$ cat src/rtl/fir_result_fifo_if.sv
// Stream-side and pop-side handshake bundle for the FIR result FIFO.
// slave is the FIFO's view; master is the producer/consumer view.
interface fir_result_fifo_if #(
    parameter int pDATA_WIDTH = 32
);
    logic                   sm_tvalid;
    logic [pDATA_WIDTH-1:0] sm_tdata;
    logic                   sm_tlast;
    logic                   sm_tready;
    logic                   rd_valid;
    logic [pDATA_WIDTH-1:0] rd_data;
    logic                   rd_last;
    logic                   rd_ready;

    modport slave (
        input  sm_tvalid, sm_tdata, sm_tlast, rd_ready,
        output sm_tready, rd_valid, rd_data, rd_last
    );

    modport master (
        output sm_tvalid, sm_tdata, sm_tlast, rd_ready,
        input  sm_tready, rd_valid, rd_data, rd_last
    );
endinterface

$ cat src/rtl/fir_result_fifo.sv
// First-word-fall-through buffer for the FIR output stream, with per-frame
// sample count, modular checksum and sticky frame-done statistics.
module fir_result_fifo #(
    parameter int pDATA_WIDTH = 32,
    parameter int DEPTH_LOG2  = 4
) (
    input  logic                  axis_clk,
    input  logic                  axis_rst,
    fir_result_fifo_if.slave      bus,
    input  logic                  flush,
    input  logic                  clr_stats,
    output logic [DEPTH_LOG2:0]   fill,
    output logic [31:0]           sample_cnt,
    output logic [31:0]           checksum,
    output logic                  frame_done
);
    localparam int                  DEPTH    = 1 << DEPTH_LOG2;
    localparam logic [DEPTH_LOG2:0] FULL_C   = (DEPTH_LOG2 + 1)'(DEPTH);
    localparam logic [DEPTH_LOG2:0] FILL_ONE = (DEPTH_LOG2 + 1)'(1);
    localparam logic [DEPTH_LOG2-1:0] PTR_ONE = DEPTH_LOG2'(1);

    logic [pDATA_WIDTH:0]    r_mem [DEPTH];
    logic [DEPTH_LOG2-1:0]   r_wr_ptr;
    logic [DEPTH_LOG2-1:0]   r_rd_ptr;
    logic [DEPTH_LOG2:0]     r_fill;
    logic [31:0]             r_sample_cnt;
    logic [31:0]             r_checksum;
    logic                    r_frame_done;

    logic                    w_push;
    logic                    w_pop;
    logic                    w_store;
    logic [pDATA_WIDTH:0]    w_head;

    // Ready depends only on registered occupancy, so a pop never admits a push when full.
    assign bus.sm_tready = !axis_rst && (r_fill != FULL_C);
    assign bus.rd_valid  = (r_fill != '0);
    assign w_push        = bus.sm_tvalid && bus.sm_tready;
    assign w_pop         = bus.rd_valid && bus.rd_ready;
    assign w_store       = w_push && !flush;

    assign w_head       = r_mem[r_rd_ptr];
    assign bus.rd_data  = w_head[pDATA_WIDTH-1:0];
    assign bus.rd_last  = w_head[pDATA_WIDTH];

    assign fill       = r_fill;
    assign sample_cnt = r_sample_cnt;
    assign checksum   = r_checksum;
    assign frame_done = r_frame_done;

    always_ff @(posedge axis_clk) begin
        if (w_store) begin
            r_mem[r_wr_ptr] <= {bus.sm_tlast, bus.sm_tdata};
        end
    end

    // A beat arriving with flush is not stored, so rd_ptr can simply jump to wr_ptr.
    always_ff @(posedge axis_clk) begin
        if (axis_rst) begin
            r_wr_ptr <= '0;
            r_rd_ptr <= '0;
            r_fill   <= '0;
        end else if (flush) begin
            r_rd_ptr <= r_wr_ptr;
            r_fill   <= '0;
        end else begin
            if (w_store) begin
                r_wr_ptr <= r_wr_ptr + PTR_ONE;
            end
            if (w_pop) begin
                r_rd_ptr <= r_rd_ptr + PTR_ONE;
            end
            case ({w_store, w_pop})
                2'b10:   r_fill <= r_fill + FILL_ONE;
                2'b01:   r_fill <= r_fill - FILL_ONE;
                default: r_fill <= r_fill;
            endcase
        end
    end

    // Clear acts before the same-cycle beat, so that beat starts the new frame.
    always_ff @(posedge axis_clk) begin
        if (axis_rst) begin
            r_sample_cnt <= '0;
            r_checksum   <= '0;
            r_frame_done <= 1'b0;
        end else if (clr_stats) begin
            r_sample_cnt <= w_push ? 32'd1 : 32'd0;
            r_checksum   <= w_push ? 32'(bus.sm_tdata) : 32'd0;
            r_frame_done <= w_push && bus.sm_tlast;
        end else if (w_push) begin
            r_sample_cnt <= r_sample_cnt + 32'd1;
            r_checksum   <= r_checksum + 32'(bus.sm_tdata);
            r_frame_done <= r_frame_done | bus.sm_tlast;
        end
    end
endmodule

$ cat src/flat_wrapper.sv
// flat-port wrapper written by rule: the top's interface ports become plain ports
module fir_result_fifo_flat 
#(
    parameter int pDATA_WIDTH = 32,
    parameter int DEPTH_LOG2  = 4
)
  (axis_clk, axis_rst, flush, clr_stats, fill, sample_cnt, checksum, frame_done, bus_sm_tvalid, bus_sm_tdata, bus_sm_tlast, bus_rd_ready, bus_sm_tready, bus_rd_valid, bus_rd_data, bus_rd_last);
  fir_result_fifo_if #(.pDATA_WIDTH(pDATA_WIDTH)) bus_i ();
  input  logic axis_clk;
  input  logic axis_rst;
  input  logic flush;
  input  logic clr_stats;
  output logic [DEPTH_LOG2:0] fill;
  output logic [31:0] sample_cnt;
  output logic [31:0] checksum;
  output logic frame_done;
  input wire logic [$bits(bus_i.sm_tvalid)-1:0] bus_sm_tvalid;
  input wire logic [$bits(bus_i.sm_tdata)-1:0] bus_sm_tdata;
  input wire logic [$bits(bus_i.sm_tlast)-1:0] bus_sm_tlast;
  input wire logic [$bits(bus_i.rd_ready)-1:0] bus_rd_ready;
  output wire logic [$bits(bus_i.sm_tready)-1:0] bus_sm_tready;
  output wire logic [$bits(bus_i.rd_valid)-1:0] bus_rd_valid;
  output wire logic [$bits(bus_i.rd_data)-1:0] bus_rd_data;
  output wire logic [$bits(bus_i.rd_last)-1:0] bus_rd_last;
  assign bus_i.sm_tvalid = bus_sm_tvalid;
  assign bus_i.sm_tdata = bus_sm_tdata;
  assign bus_i.sm_tlast = bus_sm_tlast;
  assign bus_i.rd_ready = bus_rd_ready;
  assign bus_sm_tready = bus_i.sm_tready;
  assign bus_rd_valid = bus_i.rd_valid;
  assign bus_rd_data = bus_i.rd_data;
  assign bus_rd_last = bus_i.rd_last;
  fir_result_fifo #(.pDATA_WIDTH(pDATA_WIDTH), .DEPTH_LOG2(DEPTH_LOG2)) u_core (.axis_clk(axis_clk), .axis_rst(axis_rst), .bus(bus_i), .flush(flush), .clr_stats(clr_stats), .fill(fill), .sample_cnt(sample_cnt), .checksum(checksum), .frame_done(frame_done));
endmodule
$ cat config.mk
export PLATFORM = sky130hd
export DESIGN_NAME = fir_result_fifo_flat
export DESIGN_NICKNAME = d
export VERILOG_FILES = /design/src/rtl/fir_result_fifo_if.sv /design/src/rtl/fir_result_fifo.sv /design/src/flat_wrapper.sv
export SDC_FILE = /design/constraint.sdc
export NUM_CORES = 1
export LEC_CHECK = 0
export CORE_MARGIN = 10
export CORE_UTILIZATION = 45
export DETAILED_ROUTE_END_ITERATION = 7
export PLACE_DENSITY = 0.66
export SETUP_SLACK_MARGIN = 0.5
export SYNTH_ARGS = -nofsm -noshare
export SYNTH_HDL_FRONTEND = slang
export SYNTH_SLANG_ARGS = --single-unit
$ cat constraint.sdc
create_clock -name axis_clk -period 11.7 [get_ports axis_clk]
set_input_delay 2.925 -clock axis_clk [delete_from_list [all_inputs] [get_ports axis_clk]]
set_output_delay 2.925 -clock axis_clk [all_outputs]
set_load 0.05 [all_outputs]
Yosys cells after proc, flatten, opt, wreduce, memory -nomap -nowiden
Memories as Yosys holds them, arrays and structs flattened. A register that Yosys moved wholly into a read port is not among the register bits.
Cells that the tools add are included.
{"block": "word_totals", "regBits": 78, "ramBits": 528, "input_bits": 39, "output_inout_bits": 105, "elab_cells": 46, "mem_count": 1}
{"name": "u_core.r_mem", "words": 16, "width": 33, "read_ports": 1, "rd_clocked_by_memory_dff": 1, "wr": 1, "line": "fir_result_fifo.sv:22", "text": "logic [pDATA_WIDTH:0] r_mem [DEPTH];"}
{"block": "classes", "addsub": 6, "n_eq_ne": 3, "mux": 15, "n_bitwise": 2, "reduce_logical": 13}
{"operator": "$mux 32", "count": 5}
{"operator": "$add 32x1->32 const B", "count": 1}
{"operator": "$add 32x32->32", "count": 1}
{"operator": "$mux 4", "count": 4}
{"operator": "$pmux 5 s2", "count": 1}
{"operator": "$add 4x1->4 const B", "count": 2}
{"operator": "$reduce_bool 2->1", "count": 3}
{"operator": "$add 5x1->5 const B", "count": 1}
{"operator": "$logic_and 1x1->1", "count": 5}
{"operator": "$mux 1", "count": 5}
{"operator": "$ne 5x5->1 const B", "count": 1}
{"operator": "$reduce_bool 5->1", "count": 1}
{"operator": "$sub 5x1->5 const B", "count": 1}
{"operator": "$eq 2x1->1 const B", "count": 1}
{"operator": "$eq 2x2->1 const B", "count": 1}
{"operator": "$logic_not 1->1", "count": 2}
{"operator": "$reduce_and 2->1", "count": 1}
{"operator": "$reduce_or 2->1", "count": 1}
{"operator": "$not 1->1", "count": 1}
{"operator": "$or 1x1->1", "count": 1}

Longest topological paths before layout
Gate-level depths: netlist of run 1.
{"block": "depth", "ltp_word": 6, "mapped_depth": 15, "mapped_depth_nobuf": 15}

Worst setup path after synthesis of run 1
No wires, ideal clock.
{"block": "synth_path", "path_type": "in2reg", "startpoint": "input axis_rst", "endpoint": "memory u_core.r_mem[3][0] (netlist name), enable pin", "setup_time_ns": 0.464, "arrival_time_ns": 6.890, "t_required_ns": 11.236, "path_slack_ns": 4.346, "stages": 5, "path_buffers": 0, "cell_sequence": "a21oi_1 nand2_1 nor2_1 nand2_1 nor3_1"}
{"block": "synth_via", "elab_chain_cells": 6}
{"item": "start, declared", "line": "flat_wrapper.sv:10", "text": "input logic axis_rst;"}
{"item": "$logic_not 1->1", "line": "fir_result_fifo.sv:36", "text": "assign bus.sm_tready = !axis_rst && (r_fill != FULL_C);"}
{"item": "$logic_and 1x1->1", "line": "fir_result_fifo.sv:36"}
{"item": "$logic_and 1x1->1", "line": "fir_result_fifo.sv:38", "text": "assign w_push = bus.sm_tvalid && bus.sm_tready;"}
{"item": "$logic_and 1x1->1", "line": "fir_result_fifo.sv:40", "text": "assign w_store = w_push && !flush;"}
{"item": "$mux 1", "line": "fir_result_fifo.sv:52", "text": "if (w_store) begin"}
{"item": "$mux 1 (not written as such)", "line": "fir_result_fifo.sv:53", "text": "r_mem[r_wr_ptr] <= {bus.sm_tlast, bus.sm_tdata};"}
{"item": "end, declared", "line": "fir_result_fifo.sv:22"}
Every way passes these cells.

==> results of run 1 <==
## metrics by stage
step | util (%) | hold WS (ns) | power [mW] | worst slack (ns)
global placement | 49.99 | 0.4857 | 2.743 | 4.278
CTS | 53.62 | 0.5001 | 4.691 | 4.128
floorplan | - | 0.4940 | 2.632 | 4.346
global route | 53.62 | 0.5161 | 4.806 | 3.944
detailed placement | 49.99 | 0.4752 | 2.749 | 4.324
finish | 53.62 | 0.4914 | 4.656 | 4.297
## layout make-up
cell class	count	area, sq um	share of cell area [%]
inverters	13	48.80	0.1645
clock buffers	74	1603	5.405
well taps	748	935.9	3.156
clock inverters	35	405.4	1.367
flip-flops and latches	610	17510	59.04
multi-input cells	746	7486	25.24
repair buffers	176	1669	5.628
## power by group
group	internal, mW	switching [mW]	total [mW]
combinational	0.121	0.197	0.318
clock	1.15	0.808	1.96
sequential	2.37	0.0102	2.38
total	3.64	1.01	4.66
## worst reg2reg max path, stage by stage (launching register included)
cell     delay [ns]
dfxtp_1        0.36
nor4_1         0.73
a21oi_1        0.20
nand2_1        0.11
buf_4          0.34
nor2_1         0.23
inv_1          0.17
ha_1           0.26
inv_1          0.11
fa_1           0.41
inv_1          0.07
a21o_1         0.11
a21oi_1        0.08
xnor2_1        0.12
nor2_1         0.12
xnor2_1        0.13
nor3_1         0.06
## path summary, 6_finish.rpt
check,endpoint,slack (ns),cells past startpoint
hold reg to reg,u_core.frame_done$_SDFFE_PP0P_,0.49,1
setup reg to reg,u_core.fill[4]$_SDFFE_PP0P_,7.96,16
setup / recovery,bus_rd_data[0],4.30,5
hold / removal,u_core.frame_done$_SDFFE_PP0P_,0.49,1
## cells in the final DEF (no fill, tap or decap), types with 26 or more instances in the layout
master,netlist,layout
o21ai_0,31,31
nor2_1,92,80
clkdlybuf4s50_1,0,141
buf_4,0,33
ha_1,41,41
nand2_1,74,74
nand3_1,26,26
clkbuf_16,0,59
xor2_1,35,35
edfxtp_1,528,528
a21oi_1,70,70
dfxtp_1,82,78
mux4_2,165,165
## layer usage
| layer | part of all wire (%) | routed length (um) | up-vias |
|---|---|---|---|
| met1 | 42 | 25100 | 7071 |
| met4 | 1.9 | 1129 | 0 |
| met5 | 0 | 0 | - |
| met2 | 49 | 28790 | 468 |
| met3 | 7.3 | 4306 | 79 |
| li1 | - | - | 6118 |
## logic make-up after synthesis
family / synth area share [%]
AO/OA/AOI/OAI: 4.819
XOR/XNOR: 2.015
adder cells (fa/ha/maj): 2.193
buffers and inverters: 1.380
flip-flops: 69.40
multiplexers: 14.86
AND/OR/NAND/NOR: 5.340
## sequential cells by signal, summed over array words and instances (netlist names), named ones only
| register | flops |
|---|---|
| u_core.r_rd_ptr | 4 |
| u_core.sample_cnt | 32 |
| u_core.r_mem | 528 |
| u_core.frame_done | 1 |
| u_core.r_wr_ptr | 4 |
| u_core.fill | 5 |
| u_core.checksum | 32 |
==> flow_metrics.env, run 1 <==
export IMPL_relSlewSlack_pct=25.38
export IMPL_grt_overflow=0
export IMPL_cts_setup_buffers=0
export IMPL_firstDrtPassIters=7
export IMPL_io_buffers=143
export IMPL_synthFlopType="edfxtp_1"
export IMPL_finalSetupTns_ns=0
export IMPL_drt_initial_drc_count=1308
export IMPL_synth_edf_count=528
export IMPL_start_util_pct=45.59
export IMPL_synth_warning_count=0
export IMPL_layout_min_cycle_time_ns=7.403
export IMPL_p_leak_nw=9.411
export IMPL_cp_slowest_stage_delay_ns=0.75
export IMPL_final_antenna_net_count=0
export IMPL_top_usage_layer="met2"
export IMPL_path_clk_slew_ns=0.06
export IMPL_grt_util_met1_pct=23.37
export IMPL_ctsResizeCount=0
export IMPL_grtUsageMet2_pct=29.56
export IMPL_fin_crit_sh_pct=63.27
export IMPL_ys_ff_latch=610
export IMPL_slew_violations=0
export IMPL_grt_pass1_vias=14232
export IMPL_dp_hpwl_um=34980
export IMPL_hp_class="reg2reg"
export IMPL_clkLatencyLatePin_ns=0.62
export IMPL_crit_family="buffers and inverters"
export IMPL_die_h_um=256.7
export IMPL_start_kind="flip-flop"
export IMPL_rr_startpoint="u_core.fill[0]$_SDFFE_PP0P_"
export IMPL_die_w_um=256.7
export IMPL_setup_viol_count_final=0
export IMPL_syn_cell_area_sq_mm=0.02521
export IMPL_syn_inst=1446
export IMPL_fp_row_count=86
export IMPL_grt_total_usage_pct=17.82
export IMPL_dr_total_vias=13736
export IMPL_synth_common_cells="edfxtp_1 (528), mux4_2 (165), nor2_1 (92), dfxtp_1 (82), nand2_1 (74)"
export IMPL_ys_seq_area_share_pct=69.40
export IMPL_cp_cell_sequence="buf_4, buf_4, mux4_2, mux4_2, clkdlybuf4s50_1"
export IMPL_yosys_area_top_type="edfxtp_1"
export IMPL_core_area_sq_mm=0.05531
export IMPL_critical_path_arrival_ns=4.48
export IMPL_htree_levels=2
export IMPL_cts_tree="built"
export IMPL_drc=0
export IMPL_finClkSkew_ns=0.02361
export IMPL_cts_sinks=610
export IMPL_yosysMostFrequentCell="edfxtp_1"
export IMPL_placed_cell_area_sq_mm=0.02765
export IMPL_tightest_slew_ns=1.115
export IMPL_synthTopCellsByArea="edfxtp_1 (63%), mux4_2 (15%), dfxtp_1 (6.5%), ha_1 (2.0%), a21oi_1 (1.4%)"
export IMPL_maxCapViolCount=0
export IMPL_synth_cell_types=61
export IMPL_finalHoldViolations=0
export IMPL_wirelength_um=59330
export IMPL_dieArea_sq_mm=0.06590
export IMPL_drive_above_1_share_pct=19.95
export IMPL_synth_top_area_share_pct=62.89
export IMPL_antenna_found_initial=0
export IMPL_rsz0062_at_grt="no"
export IMPL_final_nets=1687
export IMPL_clock_path_buffers=3
export IMPL_wire_per_inst_um=24.70
export IMPL_cp_slowest_cell="buf_4"
export IMPL_vias_per_cell=5.719
export IMPL_nFillCells=4389
export IMPL_root_buffer="clkbuf_16"
export IMPL_cp_data_required_time_ns=8.78
export IMPL_status="complete, no violations"
export IMPL_critical_path_buf_inv_count=3
export IMPL_syn_to_final_growth_pct=17.62
export IMPL_gp_congestion=0.8814
export IMPL_path_max_fanout=47
export IMPL_holdCritStartpoint="u_core.frame_done$_SDFFE_PP0P_"
export IMPL_syn_area_per_cell_sq_um=17.44
export IMPL_max_freq_mhz=135.1
export IMPL_final_cell_area_sq_mm=0.02965
export IMPL_grt_pass1_wl_um=89650
export IMPL_antenna_cells=0
export IMPL_powerDensity_mw_per_mm2=157.0
export IMPL_crit_type="reg2out"
export IMPL_instances_no_fill=2402
export IMPL_io_pins=144
export IMPL_ctsHoldBuffers=0
export IMPL_crit_path_end_kind="primary output"
export IMPL_grt_max_degree=72
export IMPL_synthArstFlopShare_pct=0
export IMPL_dp_cells=2293
export IMPL_cts_buffers=58
export IMPL_ir_worst_vdd_mv=0.1124
export IMPL_synth_nets=1528
export IMPL_grt_use_met3_pct=4.086
Power figures use the tool's default switching activity.
==> run 2: changes to the inputs <==
==> constraint.sdc (replaced) <==
create_clock -name axis_clk -period 7.35 [get_ports axis_clk]
set_input_delay 1.8375 -clock axis_clk [delete_from_list [all_inputs] [get_ports axis_clk]]
set_output_delay 1.8375 -clock axis_clk [all_outputs]
set_load 0.05 [all_outputs]
==> run 2 against run 1 <==
Against the previous run:
- clock power is 49% higher
- sequential share of layout area is 0.18 points higher
- worst setup slack worse by 2.5 ns
- critical path depth is 1 lower
- non-clock buffer count stayed put
- cell area is 0.31% lower
- sequential cell count stayed put
- die area stayed put
- core utilization is 0.17 points lower
- critical endpoint is now bus_rd_data[7]
- largest power group unchanged
==> flow_metrics.env, run 2 (same netlist as run 1, synthesis figures left out) <==
export IMPL_gp_congestion=0.8543
export IMPL_start_util_pct=45.59
export IMPL_wire_per_inst_um=25.00
export IMPL_power_mw=7.224
export IMPL_largest_reg_flops=528
export IMPL_final_nets=1689
export IMPL_drive_above_1_share_pct=18.71
export IMPL_relSlewSlack_pct=20.49
export IMPL_finClkSkew_ns=0.03310
export IMPL_ctsHoldBuffers=0
export IMPL_grt_util_met1_pct=23.87
export IMPL_placed_cell_area_sq_mm=0.02768
export IMPL_grtUsageMet2_pct=29.65
export IMPL_max_freq_mhz=179.6
export IMPL_rr_startpoint="u_core.fill[0]$_SDFFE_PP0P_"
export IMPL_cp_cell_sequence="buf_12, mux4_2, mux4_2, clkdlybuf4s50_1"
export IMPL_final_common_cell="edfxtp_1"
export IMPL_crit_type="reg2out"
export IMPL_holdCritStartpoint="u_core.frame_done$_SDFFE_PP0P_"
export IMPL_fp_row_count=86
export IMPL_syn_to_final_growth_pct=17.25
export IMPL_critical_path_buf_inv_count=2
export IMPL_cts_tree="built"
export IMPL_nFillCells=4447
export IMPL_critical_path_arrival_ns=3.73
export IMPL_vias_per_cell=5.792
export IMPL_drt_initial_drc_count=1317
export IMPL_layout_min_cycle_time_ns=5.568
export IMPL_antenna_found_initial=2
export IMPL_finalHoldViolations=0
export IMPL_final_cell_area_sq_mm=0.02956
export IMPL_ir_worst_vdd_mv=0.2082
export IMPL_cts_buffers=60
export IMPL_grt_overflow=0
export IMPL_path_max_fanout=80
export IMPL_maxCapViolCount=0
export IMPL_cp_slowest_stage_delay_ns=0.88
export IMPL_slew_violations=0
export IMPL_htree_levels=2
export IMPL_core_area_sq_mm=0.05531
export IMPL_clock_path_buffers=3
export IMPL_die_w_um=256.7
export IMPL_dr_total_vias=13930
export IMPL_antenna_cells=0
export IMPL_dieArea_sq_mm=0.06590
export IMPL_fin_crit_sh_pct=75.76
export IMPL_grt_pass1_vias=14395
export IMPL_crit_top_cell="mux4_2"
export IMPL_cp_data_required_time_ns=5.51
export IMPL_wirelength_um=60120
export IMPL_cts_setup_buffers=0
export IMPL_start_kind="flip-flop"
export IMPL_top_usage_layer="met2"
export IMPL_p_leak_nw=9.340
export IMPL_root_buffer="clkbuf_16"
export IMPL_largest_register="u_core.r_mem"
export IMPL_grt_total_usage_pct=18.11
export IMPL_grt_max_degree=81
export IMPL_drc=0
export IMPL_hp_class="reg2reg"
export IMPL_die_h_um=256.7
export IMPL_tightest_slew_ns=1.188
export IMPL_cts_sinks=610
export IMPL_finalSetupTns_ns=0
export IMPL_io_buffers=143
export IMPL_status="complete, no violations"
export IMPL_ctsResizeCount=0
export IMPL_dp_hpwl_um=35580
export IMPL_cp_slowest_cell="dfxtp_4"
export IMPL_firstDrtPassIters=5
export IMPL_path_clk_slew_ns=0.06
export IMPL_grt_use_met3_pct=5.254
export IMPL_rsz0062_at_grt="no"
export IMPL_crit_family="buffers and inverters"
export IMPL_crit_path_end_kind="primary output"
export IMPL_clkLatencyLatePin_ns=0.64
export IMPL_setup_viol_count_final=0
export IMPL_grt_pass1_wl_um=90930
export IMPL_powerDensity_mw_per_mm2=244.3
export IMPL_io_pins=144
export IMPL_final_antenna_net_count=0
export IMPL_final_cell_mix="edfxtp_1 (528), mux4_2 (165), clkdlybuf4s50_1 (141)"
-- run 2: cell count changes in the layout (fill, tap and decap cells not counted), sizes merged --
cell,change
bufinv,-6
clkinvlp,-3
inv,-5
clkbuf,+9
clkinv,+8
-- run 2: per-stage QoR --
stage                     std cells  worst slack (ns)  utilization [%]  hold WS, ns
after floorplan                1446             1.084                -       0.4940
after detailed placement       2293             2.028            50.05       0.4673
after global routing           2405             1.617            53.45       0.5275
final                          2405             1.782            53.45       0.4905
after CTS                      2405             1.695            53.45       0.4974
after global placement         2293             2.089            50.05       0.4835
-- run 2: layout make-up --
| class | count | area (sq um) | share of cell area, % |
|---|---|---|---|
| Clock buffer | 83 | 1638 | 5.540 |
| Clock inverter | 29 | 241.5 | 0.8168 |
| Inverter | 13 | 48.80 | 0.1651 |
| Multi-Input combinational cell | 746 | 7486 | 25.32 |
| Sequential cell | 610 | 17510 | 59.22 |
| Tap cell | 748 | 935.9 | 3.166 |
| Timing Repair Buffer | 176 | 1707 | 5.773 |
-- run 2: worst paths after layout --
kind | to | slack [ns] | cells after the start
max | bus_rd_data[7] | 1.78 | 4
min | u_core.frame_done$_SDFFE_PP0P_ | 0.49 | 1
max reg2reg | u_core.fill[4]$_SDFFE_PP0P_ | 3.58 | 16
min reg2reg | u_core.frame_done$_SDFFE_PP0P_ | 0.49 | 1
-- run 2: report_power, final --
part / internal (mW) / switching (mW)
clock: 1.63 / 1.29
combinational: 0.195 / 0.312
sequential: 3.78 / 0.0202
total: 5.60 / 1.62
-- run 2: routing by layer --
| metal | share of wire, % | vias up |
|---|---|---|
| met1 | 42 | 7245 |
| met3 | 8.3 | 63 |
| li1 | - | 6134 |
| met2 | 48 | 488 |
| met5 | 0 | - |
| met4 | 1.3 | 0 |
==> run 3: changes to the inputs <==
--- a/config.mk
+++ b/config.mk
@@ -8,7 +8,7 @@
 export CORE_MARGIN = 10
 export CORE_UTILIZATION = 45
 export DETAILED_ROUTE_END_ITERATION = 7
-export PLACE_DENSITY = 0.66
+export PLACE_DENSITY = 0.68
 export SETUP_SLACK_MARGIN = 0.5
 export SYNTH_ARGS = -nofsm -noshare
 export SYNTH_HDL_FRONTEND = slang
==> constraint.sdc (replaced) <==
create_clock -name axis_clk -period 4.63 [get_ports axis_clk]
set_input_delay 1.1575 -clock axis_clk [delete_from_list [all_inputs] [get_ports axis_clk]]
set_output_delay 1.1575 -clock axis_clk [all_outputs]
set_load 0.05 [all_outputs]
==> run 3 against run 2 <==
Against the previous run:
- critical path depth stayed put
- total power rose by 65%
- first-iteration DRC count decreased by 5.5%
- die area stayed put
- global-route usage up 0.59 points
- critical path type unchanged
- largest cell class unchanged
- highest routed layer unchanged
==> flow_metrics.env, run 3 (same netlist as run 1, synthesis figures left out) <==
export IMPL_relSlewSlack_pct=26.43
export IMPL_grt_overflow=0
export IMPL_slew_violations=0
export IMPL_status="complete, no violations"
export IMPL_wire_per_inst_um=25.31
export IMPL_tightest_slew_ns=1.099
export IMPL_drt_initial_drc_count=1244
export IMPL_crit_top_cell="mux4_2"
export IMPL_crit_type="reg2out"
export IMPL_die_w_um=256.7
export IMPL_dr_total_vias=14163
export IMPL_clock_path_buffers=3
export IMPL_dieArea_sq_mm=0.06590
export IMPL_path_max_fanout=38
export IMPL_syn_to_final_growth_pct=19.84
export IMPL_grt_pass1_wl_um=93550
export IMPL_gp_congestion=0.8843
export IMPL_core_area_sq_mm=0.05531
export IMPL_rsz0062_at_grt="yes"
export IMPL_rr_endpoint="u_core.fill[4]$_SDFFE_PP0P_"
export IMPL_cp_slowest_cell="mux4_2"
export IMPL_largest_register="u_core.r_mem"
export IMPL_fin_crit_sh_pct=88.22
export IMPL_htree_levels=2
export IMPL_critical_path_arrival_ns=2.93
export IMPL_max_freq_mhz=244.8
export IMPL_finalSetupTns_ns=0
export IMPL_final_common_cell="edfxtp_1"
export IMPL_cts_sinks=610
export IMPL_firstDrtPassIters=5
export IMPL_antenna_found_initial=0
export IMPL_crit_path_end_kind="primary output"
export IMPL_vias_per_cell=5.781
export IMPL_final_cell_mix="edfxtp_1 (528), mux4_2 (165), clkdlybuf4s50_1 (108)"
export IMPL_setup_viol_count_final=0
export IMPL_grt_max_degree=55
export IMPL_fp_row_count=86
export IMPL_seqCellArea_sq_mm=0.01751
export IMPL_path_clk_slew_ns=0.06
export IMPL_holdPathStages=1
export IMPL_antenna_cells=0
export IMPL_rr_startpoint="u_core.fill[0]$_SDFFE_PP0P_"
export IMPL_io_buffers=143
export IMPL_power_mw=11.92
export IMPL_drive_above_1_share_pct=22.68
export IMPL_timing_reg2reg_setup_slack_ns=1.21
export IMPL_grt_total_usage_pct=18.70
export IMPL_layout_min_cycle_time_ns=4.084
export IMPL_p_leak_nw=9.698
export IMPL_hold_end="u_core.frame_done$_SDFFE_PP0P_"
export IMPL_drc=0
export IMPL_finClkSkew_ns=0.02829
export IMPL_io_pins=144
export IMPL_cp_slowest_stage_delay_ns=0.56
export IMPL_cts_tree="built"
export IMPL_hp_class="reg2reg"
export IMPL_finalHoldViolations=0
export IMPL_holdCritStartpoint="u_core.frame_done$_SDFFE_PP0P_"
export IMPL_final_nets=1732
export IMPL_ctsHoldBuffers=0
export IMPL_r2r_cells=16
export IMPL_root_buffer="clkbuf_16"
export IMPL_cp_data_required_time_ns=3.47
export IMPL_maxCapViolCount=0
export IMPL_dp_hpwl_um=38260
export IMPL_start_kind="flip-flop"
export IMPL_cp_cell_sequence="buf_16, mux4_2, mux4_2, dlygate4sd2_1"
export IMPL_grt_pass1_vias=14680
export IMPL_die_h_um=256.7
export IMPL_powerDensity_mw_per_mm2=394.5
export IMPL_start_util_pct=45.59
export IMPL_final_antenna_net_count=0
export IMPL_nFillCells=4314
export IMPL_largest_reg_flops=528
export IMPL_clkLatencyLatePin_ns=0.64
export IMPL_cts_buffers=61
export IMPL_multiInputGateArea_sq_mm=0.007515
export IMPL_ir_worst_vdd_mv=0.2985
export IMPL_wirelength_um=62020
run 3: cell count changes in the layout (fill, tap and decap cells not counted), moves of 4 or more:
cell,delta
dlygate4sd2_1,+16
clkinv_1,-7
bufinv_16,+7
clkbuf_2,+7
clkinv_2,+4
nor3_4,+4
clkbuf_1,-6
buf_12,+14
nor3_2,-4
clkdlybuf4s50_1,-33
buf_4,+34
run 3: what timing repair did:
item	in CTS	in global routing
endpoints found under the setup margin	31	12
gates resized for setup	32	15
buffers inserted	5	0
run 3: worst max-delay path, delay by kind of cell, from the launching register on:
family,cells,cell delay [ns]
buffers and inverters,2,0.76
muxes,2,1.05
DFF,1,0.47
run 3: report_power, final:
| part | internal [mW] | switching, mW |
|---|---|---|
| clock network | 2.96 | 2.10 |
| registers | 5.99 | 0.0273 |
| logic | 0.323 | 0.514 |
| total | 9.28 | 2.64 |
run 3: worst max-delay path by stage:
stage	from	endpoint	slack [ns]	depth (start not counted)
after floorplan	axis_rst	u_core.r_mem[10][0]$_DFFE_PP_	0.37	5
after global placement	bus_sm_tdata[0]	u_core.checksum[16]$_SDFFE_PP0P_	0.45	11
after detailed placement	bus_sm_tdata[0]	u_core.checksum[22]$_SDFFE_PP0P_	0.44	11
after CTS	flip-flop	bus_rd_data[18]	0.48	4
after global routing	flip-flop	bus_rd_data[17]	0.43	4
final	flip-flop	bus_rd_data[18]	0.55	4
run 3: routing by layer:
layer | vias up | routed length [um] | GRT usage (%)
met5 | - | 0 | 0
met4 | 0 | 1175 | 4.717
met3 | 90 | 4829 | 4.645
met2 | 493 | 30630 | 30.84
met1 | 7373 | 25380 | 24.48
li1 | 6207 | - | -
run 3: layout make-up:
cell class                 count  share of cell area (%)
clock inverter                40                   1.524
tap                          748                   3.098
multi-input combinational    746                   24.87
sequential                   610                   57.94
timing repair buffer         218                   7.110
inverter                      13                  0.1615
clock buffer                  75                   5.292
run 3: metrics by stage:
step                hold WS, ns  setup WS, ns  util [%]  instance area [sq um]  std cells
detailed placement       0.4689        0.4418     50.92                  28160       2330
finish                   0.4915        0.5456     54.63                  30210       2450
global placement         0.4594        0.4472     50.92                  28160       2330
floorplan                0.4940        0.3728         -                  25260       1446
CTS                      0.4959        0.4781     54.66                  30230       2450
global route             0.5346        0.4320     54.63                  30210       2450
